==> src/rtl/connect4_pkg.sv <==
// Shared board geometry, piece encoding and colour constants for the
// Connect-4 pixel renderer.
package connect4_pkg;

  localparam int BOARD_COLS = 7;
  localparam int BOARD_ROWS = 6;
  localparam int NUM_CELLS  = BOARD_COLS * BOARD_ROWS;

  typedef enum logic [1:0] {
    EMPTY = 2'd0,
    P1    = 2'd1,
    P2    = 2'd2
  } piece_t;

  localparam logic [2:0] BLACK  = 3'b000;
  localparam logic [2:0] BLUE   = 3'b001;
  localparam logic [2:0] RED    = 3'b100;
  localparam logic [2:0] YELLOW = 3'b110;
  localparam logic [2:0] WHITE  = 3'b111;

  // Flat cell index, row-major with row 0 at the bottom of the board.
  function automatic logic [5:0] cell_index(input logic [2:0] row, input logic [2:0] col);
    return ({3'b000, row} * 6'd7) + {3'b000, col};
  endfunction

endpackage

==> src/rtl/connect4_board_store.sv <==
// Double-buffered board: game logic writes the shadow copy, the renderer reads
// the display copy, which is refreshed only at frame_start.
module connect4_board_store
  import connect4_pkg::*;
(
  input  logic       clk,
  input  logic       rst_n,
  input  logic       wr_en,
  input  logic [2:0] wr_col,
  input  logic [2:0] wr_row,
  input  logic [1:0] wr_piece,
  input  logic       clear,
  input  logic       frame_start,
  input  logic [2:0] rd_col,
  input  logic [2:0] rd_row,
  output logic [1:0] rd_piece
);

  logic [NUM_CELLS-1:0][1:0] shadow;
  logic [NUM_CELLS-1:0][1:0] shadow_next;
  logic [NUM_CELLS-1:0][1:0] display;
  logic                      wr_ok;

  assign wr_ok = wr_en && (wr_col < 3'(BOARD_COLS)) && (wr_row < 3'(BOARD_ROWS));

  always_comb begin
    // NOTE: every always_comb output gets a default first so no path can infer a latch.
    shadow_next = shadow;
    if (clear)
      shadow_next = '0;
    else if (wr_ok)
      shadow_next[cell_index(wr_row, wr_col)] = (wr_piece == 2'd3) ? EMPTY : piece_t'(wr_piece);
  end

  // NOTE: both boards are small flop arrays that must power up empty, so they
  // are reset like ordinary state; <= keeps the copy reading pre-edge values.
  always_ff @(posedge clk or negedge rst_n) begin
    if (!rst_n) begin
      shadow  <= '0;
      display <= '0;
    end else begin
      shadow <= shadow_next;
      if (frame_start)
        display <= shadow_next;
    end
  end

  always_comb begin
    rd_piece = EMPTY;
    if ((rd_col < 3'(BOARD_COLS)) && (rd_row < 3'(BOARD_ROWS)))
      rd_piece = display[cell_index(rd_row, rd_col)];
  end

endmodule

==> src/rtl/connect4_pixel_renderer.sv <==
// Two-stage pixel pipeline: stage 1 locates the cell and cursor, stage 2
// decides disc membership and colour. Output lags the coordinate by 2 clocks.
module connect4_pixel_renderer
  import connect4_pkg::*;
#(
  parameter int X0         = 96,
  parameter int Y0         = 64,
  parameter int CELL_LOG2  = 6,
  parameter int DISC_R2    = 784,
  parameter int BLINK_LOG2 = 5
) (
  input  logic       clk,
  input  logic       rst_n,
  input  logic [9:0] pixel_x,
  input  logic [9:0] pixel_y,
  input  logic       video_on,
  input  logic       frame_start,
  input  logic       wr_en,
  input  logic [2:0] wr_col,
  input  logic [2:0] wr_row,
  input  logic [1:0] wr_piece,
  input  logic       clear,
  input  logic [2:0] cursor_col,
  input  logic       win_flash,
  output logic       vga_R,
  output logic       vga_G,
  output logic       vga_B,
  output logic       pix_valid
);

  localparam int CELL    = 1 << CELL_LOG2;
  localparam int BOARD_W = BOARD_COLS * CELL;
  localparam int BOARD_H = BOARD_ROWS * CELL;
  localparam int CUR_LO  = CELL / 4;
  localparam int CUR_HI  = 3 * CELL / 4;

  logic [10:0] dx, dy, cur_lo;
  logic        in_board, cursor_hit;
  logic [2:0]  col, board_row;
  logic [1:0]  rd_piece;

  logic                 s1_valid, s1_cursor, s1_in_board;
  logic [1:0]           s1_piece;
  logic [CELL_LOG2-1:0] s1_ox, s1_oy;

  logic [12:0]           ex, ey, dist2;
  logic                  in_disc, blanked;
  logic [2:0]            colour;
  logic [BLINK_LOG2-1:0] frame_cnt;

  // dx/dy are two's complement; bit 10 set means left of / above the board.
  assign dx        = {1'b0, pixel_x} - 11'(X0);
  assign dy        = {1'b0, pixel_y} - 11'(Y0);
  assign in_board  = !dx[10] && (dx < 11'(BOARD_W)) && !dy[10] && (dy < 11'(BOARD_H));
  assign col       = 3'(dx >> CELL_LOG2);
  assign board_row = 3'(BOARD_ROWS - 1) - 3'(dy >> CELL_LOG2);

  // Cursor is a square above the board, centred on the selected column.
  assign cur_lo     = 11'(X0 + CUR_LO) + (11'(cursor_col) << CELL_LOG2);
  assign cursor_hit = (cursor_col < 3'(BOARD_COLS))
                   && (pixel_y >= 10'(Y0 - CUR_HI)) && (pixel_y < 10'(Y0 - CUR_LO))
                   && ({1'b0, pixel_x} >= cur_lo)
                   && ({1'b0, pixel_x} < cur_lo + 11'(CUR_HI - CUR_LO));

  connect4_board_store u_store (
    .clk         (clk),
    .rst_n       (rst_n),
    .wr_en       (wr_en),
    .wr_col      (wr_col),
    .wr_row      (wr_row),
    .wr_piece    (wr_piece),
    .clear       (clear),
    .frame_start (frame_start),
    .rd_col      (col),
    .rd_row      (board_row),
    .rd_piece    (rd_piece)
  );

  always_ff @(posedge clk or negedge rst_n) begin
    if (!rst_n) begin
      s1_valid    <= 1'b0;
      s1_cursor   <= 1'b0;
      s1_in_board <= 1'b0;
      s1_piece    <= EMPTY;
      s1_ox       <= '0;
      s1_oy       <= '0;
    end else begin
      s1_valid    <= video_on;
      s1_cursor   <= cursor_hit;
      s1_in_board <= in_board;
      s1_piece    <= in_board ? rd_piece : EMPTY;
      s1_ox       <= dx[CELL_LOG2-1:0];
      s1_oy       <= dy[CELL_LOG2-1:0];
    end
  end

  // Modular squares of the wrapped offsets equal the true squares here.
  assign ex      = 13'(s1_ox) - 13'(CELL / 2);
  assign ey      = 13'(s1_oy) - 13'(CELL / 2);
  assign dist2   = ex * ex + ey * ey;
  assign in_disc = s1_in_board && (dist2 < 13'(DISC_R2));
  assign blanked = win_flash && frame_cnt[BLINK_LOG2-1];

  always_comb begin
    colour = BLACK;
    if (s1_cursor)
      colour = WHITE;
    else if (s1_in_board && !in_disc)
      colour = BLUE;
    else if (in_disc && !blanked) begin
      case (piece_t'(s1_piece))
        P1:      colour = RED;
        P2:      colour = YELLOW;
        default: colour = BLACK;
      endcase
    end
  end

  always_ff @(posedge clk or negedge rst_n) begin
    if (!rst_n) begin
      {vga_R, vga_G, vga_B} <= BLACK;
      pix_valid             <= 1'b0;
      frame_cnt             <= '0;
    end else begin
      {vga_R, vga_G, vga_B} <= s1_valid ? colour : BLACK;
      pix_valid             <= s1_valid;
      if (frame_start)
        frame_cnt <= frame_cnt + 1'b1;
    end
  end

endmodule

==> config.mk <==
export PLATFORM = sky130hd
export DESIGN_NAME = connect4_pixel_renderer
export DESIGN_NICKNAME = d
export VERILOG_FILES = /design/src/rtl/connect4_pkg.sv /design/src/rtl/connect4_board_store.sv /design/src/rtl/connect4_pixel_renderer.sv
export SDC_FILE = /design/constraint.sdc
export NUM_CORES = 1
export LEC_CHECK = 0
export BUFFER_PORTS_ARGS = -buffer_cell sky130_fd_sc_hd__buf_2
export CAP_MARGIN = 20
export CORE_UTILIZATION = 40
export DETAILED_ROUTE_END_ITERATION = 10
export PLACE_DENSITY = 0.54
export SETUP_SLACK_MARGIN = 0.5
export SLEW_MARGIN = 20
export SYNTH_ARGS = -nofsm -noshare
export SYNTH_HDL_FRONTEND = slang
export SYNTH_HIERARCHICAL = 1
export SYNTH_SLANG_ARGS = --single-unit
==> constraint.sdc <==
create_clock -name clk -period 6.1 [get_ports clk]
set_clock_uncertainty 0.05 [all_clocks]
set_input_delay 0.305 -clock clk [delete_from_list [all_inputs] [get_ports clk]]
set_output_delay 0.305 -clock clk [all_outputs]
set_load 0.01 [all_outputs]
==> metrics.cfg <==
[routing]
drt_wl_total_microns = 37700
drc = 0
drtAntennaViolNets = 0
wl_per_cell_microns = 19.9
drt-pass1-iter-count = 5
drt_iter0_markers = 849
vias = 10981
vias_per_cell = 5.79

[layout]
drive_gt1_share_pct = 14.9
fillers = 3248
fin_util_pct = 46.0
multi_input_comb_area_sq_um = 7900
fin_nets = 1622
area_delta_synth_final_pct = 12.5
diodes = 0
register_area_sq_um = 4860

[clock_tree]
clockBufferDepth = 2
clock_latency_ns = 0.46
cts.sinks = 194
cts_tree = done
cts_buffers = 17
cts-htree-levels = 4
root_buffer = clkbuf_16
clk_pin_slew_ns = 0.08

[timing]
rsz0062_at_grt = yes
setup_viol = 0
fin_crit_ns = 5.76
drv_slew = 0
tightest_slew_ns = 1.08
hold_viol = 0
worst_slack_ns = 0.344
max_freq_mhz = 174
tns_ns = 0
fin_crit_sh_pct = 94.4
relSlewSlack_pct = 28.2

[yosys]
netlist_instances = 1424
async_flop_share_pct = 100
yosys.cell_types.count = 65
synth-edff-count = 0
ys_ff_latch = 194
syn_area_sq_um = 13800
synth.avg_cell_area_sq_um = 9.69
yosysSeqAreaShare_pct = 35.2
syn-num-nets = 1610
yosysWarnings = 6
synth_flop_cell = dfrtp_1

[setup_path]
reg2reg_from = s1_oy[5]$_DFF_PN0_
path_delay_family = adder cells
rr_endpoint = vga_R$_DFF_PN0_
critPathMaxStageDelay_ns = 0.54
crit_chain = buf_6 -> and2b_2 -> fa_2 -> buf_6 -> fa_1 -> fa_1 -> fa_2 -> fa_1 -> inv_1 -> fa_1 -> inv_1 -> ha_4 -> nor2b_4 -> nor4_2 -> o21bai_1 -> xnor2_2 -> a2111oi_4 -> a22o_1
worstPathArrival_ns = 6.08
cp_common_cell = fa_1
r2r_setup_slack_ns = 0.34
path_buf_inv = 4
critical_path_class = register to register
slowest_stage = fa_1
cp_max_fo = 6
reg2reg_depth = 18
start_kind = register
critPathRequiredTime_ns = 6.43
crit_path_end_kind = register

[min_path]
whs_endpoint = s1_ox[5]$_DFF_PN0_
min_path_type = input pin to register
min_from = pixel_x[5]
hold_depth = 2

[global_route]
grt_overflow_total = 0
gr-usage-all-layers_pct = 22.4
grt_pass1_vias = 11146
grt_pass1_wl_microns = 61900
grt_max_degree = 100
antenna_found_initial = 0

[floorplanning]
chipHeight_microns = 188
die_w_microns = 188
dieArea_sq_um = 35200
rows = 67
start_util_pct = 40.9
io_pins = 42
core_sq_um = 33700

[power_and_ir_drop]
p_total_uw = 6300
p_leak_uw = 0.00673
p_sw_share_pct = 43.0
power.density_nw_per_um2 = 406
clockPowerShare_pct = 19.1
p_seq_share_pct = 21.4
p_switching_uw = 2710
p_comb_share_pct = 59.5
ir_drop_uv = 620
p_int_uw = 3590

[place]
gp_congestion = 0.832
port_buffers = 41
pre_cts_ws_ns = 0.209
dp_hpwl_microns = 24400

[run_status]
outcome = finished clean

[run]
cap_violations = 0

Yosys cell counts, types with 3 or more instances:
cell	number	area (sq um)
nor2b_1	14	87.6
o21ai_0	43	215
o21bai_1	3	22.5
ha_1	72	901
mux2i_1	28	280
nand2_1	50	188
o211ai_1	13	97.6
xnor2_1	23	201
o22ai_1	22	138
o31ai_1	35	263
nor2_1	42	158
nand2b_1	13	81.3
buf_4	4	30.0
a21oi_1	86	430
nor3_1	28	140
mux4_2	17	383
nand3_1	72	360
a21o_1	9	67.6
xor2_1	12	105
a22o_1	3	26.3
o2111ai_1	28	245
and3_1	5	31.3
nand4_1	71	444
buf_1	6	22.5
dfrtp_1	194	4850
buf_2	16	80.1
nor4_2	7	87.6
a311o_1	4	40.0
and2_1	17	106
or2_2	6	37.5
o221ai_1	65	569
o21a_1	5	37.5
mux2_2	8	90.1
fa_1	76	1520
inv_1	204	766
clkbuf_1	88	330
power groups by stage:
stage	Combinational (uW)	Sequential, uW	Clock (uW)
finish	3750	1350	1200
global route	4140	1350	1280
CTS	3390	1350	1230
detailed placement	3030	1370	0
global placement	3020	1370	0
floorplan	2340	1360	0
worst max path at each step:
stage | from | end | slack [ns] | depth (start not counted)
after global routing | s1_oy[5]$_DFF_PN0_ | vga_R$_DFF_PN0_ | 0.17 | 20
final | s1_oy[5]$_DFF_PN0_ | vga_R$_DFF_PN0_ | 0.34 | 18
after floorplan | s1_oy[5]$_DFF_PN0_ | vga_G$_DFF_PN0_ | 0.50 | 19
after CTS | s1_oy[5]$_DFF_PN0_ | vga_R$_DFF_PN0_ | 0.37 | 20
after detailed placement | s1_ox[5]$_DFF_PN0_ | vga_R$_DFF_PN0_ | 0.21 | 19
after global placement | s1_ox[5]$_DFF_PN0_ | vga_G$_DFF_PN0_ | 0.26 | 19
timing repair:
item	in CTS	in global routing
gates cloned	0	0
gates resized for setup	25	18
endpoints found under the hold margin	67	0
hold buffers	13	0
setup buffers	12	7
setup endpoints to repair	3	3
pin swaps	18	27
placed cells by master (no fill, tap or decap), drive strengths merged, types with 28 or more instances in the layout:
| cell | n |
|---|---|
| a21oi | 87 |
| buf | 94 |
| dfrtp | 194 |
| fa | 76 |
| ha | 72 |
| inv | 213 |
| mux2i | 29 |
| nand2 | 50 |
| nand3 | 72 |
| nand4 | 71 |
| nor2 | 42 |
| nor3 | 29 |
| o2111ai | 28 |
| o21ai | 43 |
| o221ai | 65 |
| o31ai | 35 |
state kept, by name, summed over array words and instances, names as in the netlist, 2 cells and up:
signal and flops:
s1_ox 6, s1_oy 6, u_store/shadow 84, frame_cnt 5, s1_piece 2, u_store/display 84
per-layer routing:
layer | track usage (%) | wire length (microns) | part of all wire, %
met1 | 30.1 | 17000 | 45
met2 | 37.5 | 18600 | 49
met3 | 2.68 | 1240 | 3.3
met4 | 7.10 | 840 | 2.2
met5 | 0 | 0 | 0
cell families after synthesis:
kind of cell | share of synthesized area (%)
AND/OR/NAND/NOR | 13.6
buffers and inverters | 9.04
AO/OA/AOI/OAI | 16.6
multiplexers | 5.62
XOR/XNOR | 2.39
flip-flops | 35.2
adder cells (fa/ha/maj) | 17.6
cell type report:
| class | count | area share, % |
|---|---|---|
| clock buffer | 17 | 2.74 |
| timing repair buffer | 108 | 5.13 |
| tap | 448 | 3.61 |
| sequential | 194 | 31.3 |
| clock inverter | 15 | 1.23 |
| multi-input combinational | 909 | 51.0 |
| inverter | 206 | 5.00 |
per-stage QoR:
step | instance area, sq um | std cells | hold WS, ns
after floorplan | 13800 | 1424 | -0.0406
after global placement | 14400 | 1833 | 0.273
after detailed placement | 14400 | 1833 | 0.270
after CTS | 15400 | 1890 | 0.130
after global routing | 15500 | 1897 | 0.132
final | 15500 | 1897 | 0.125
Note: power is estimated with default switching activity, not from simulation.
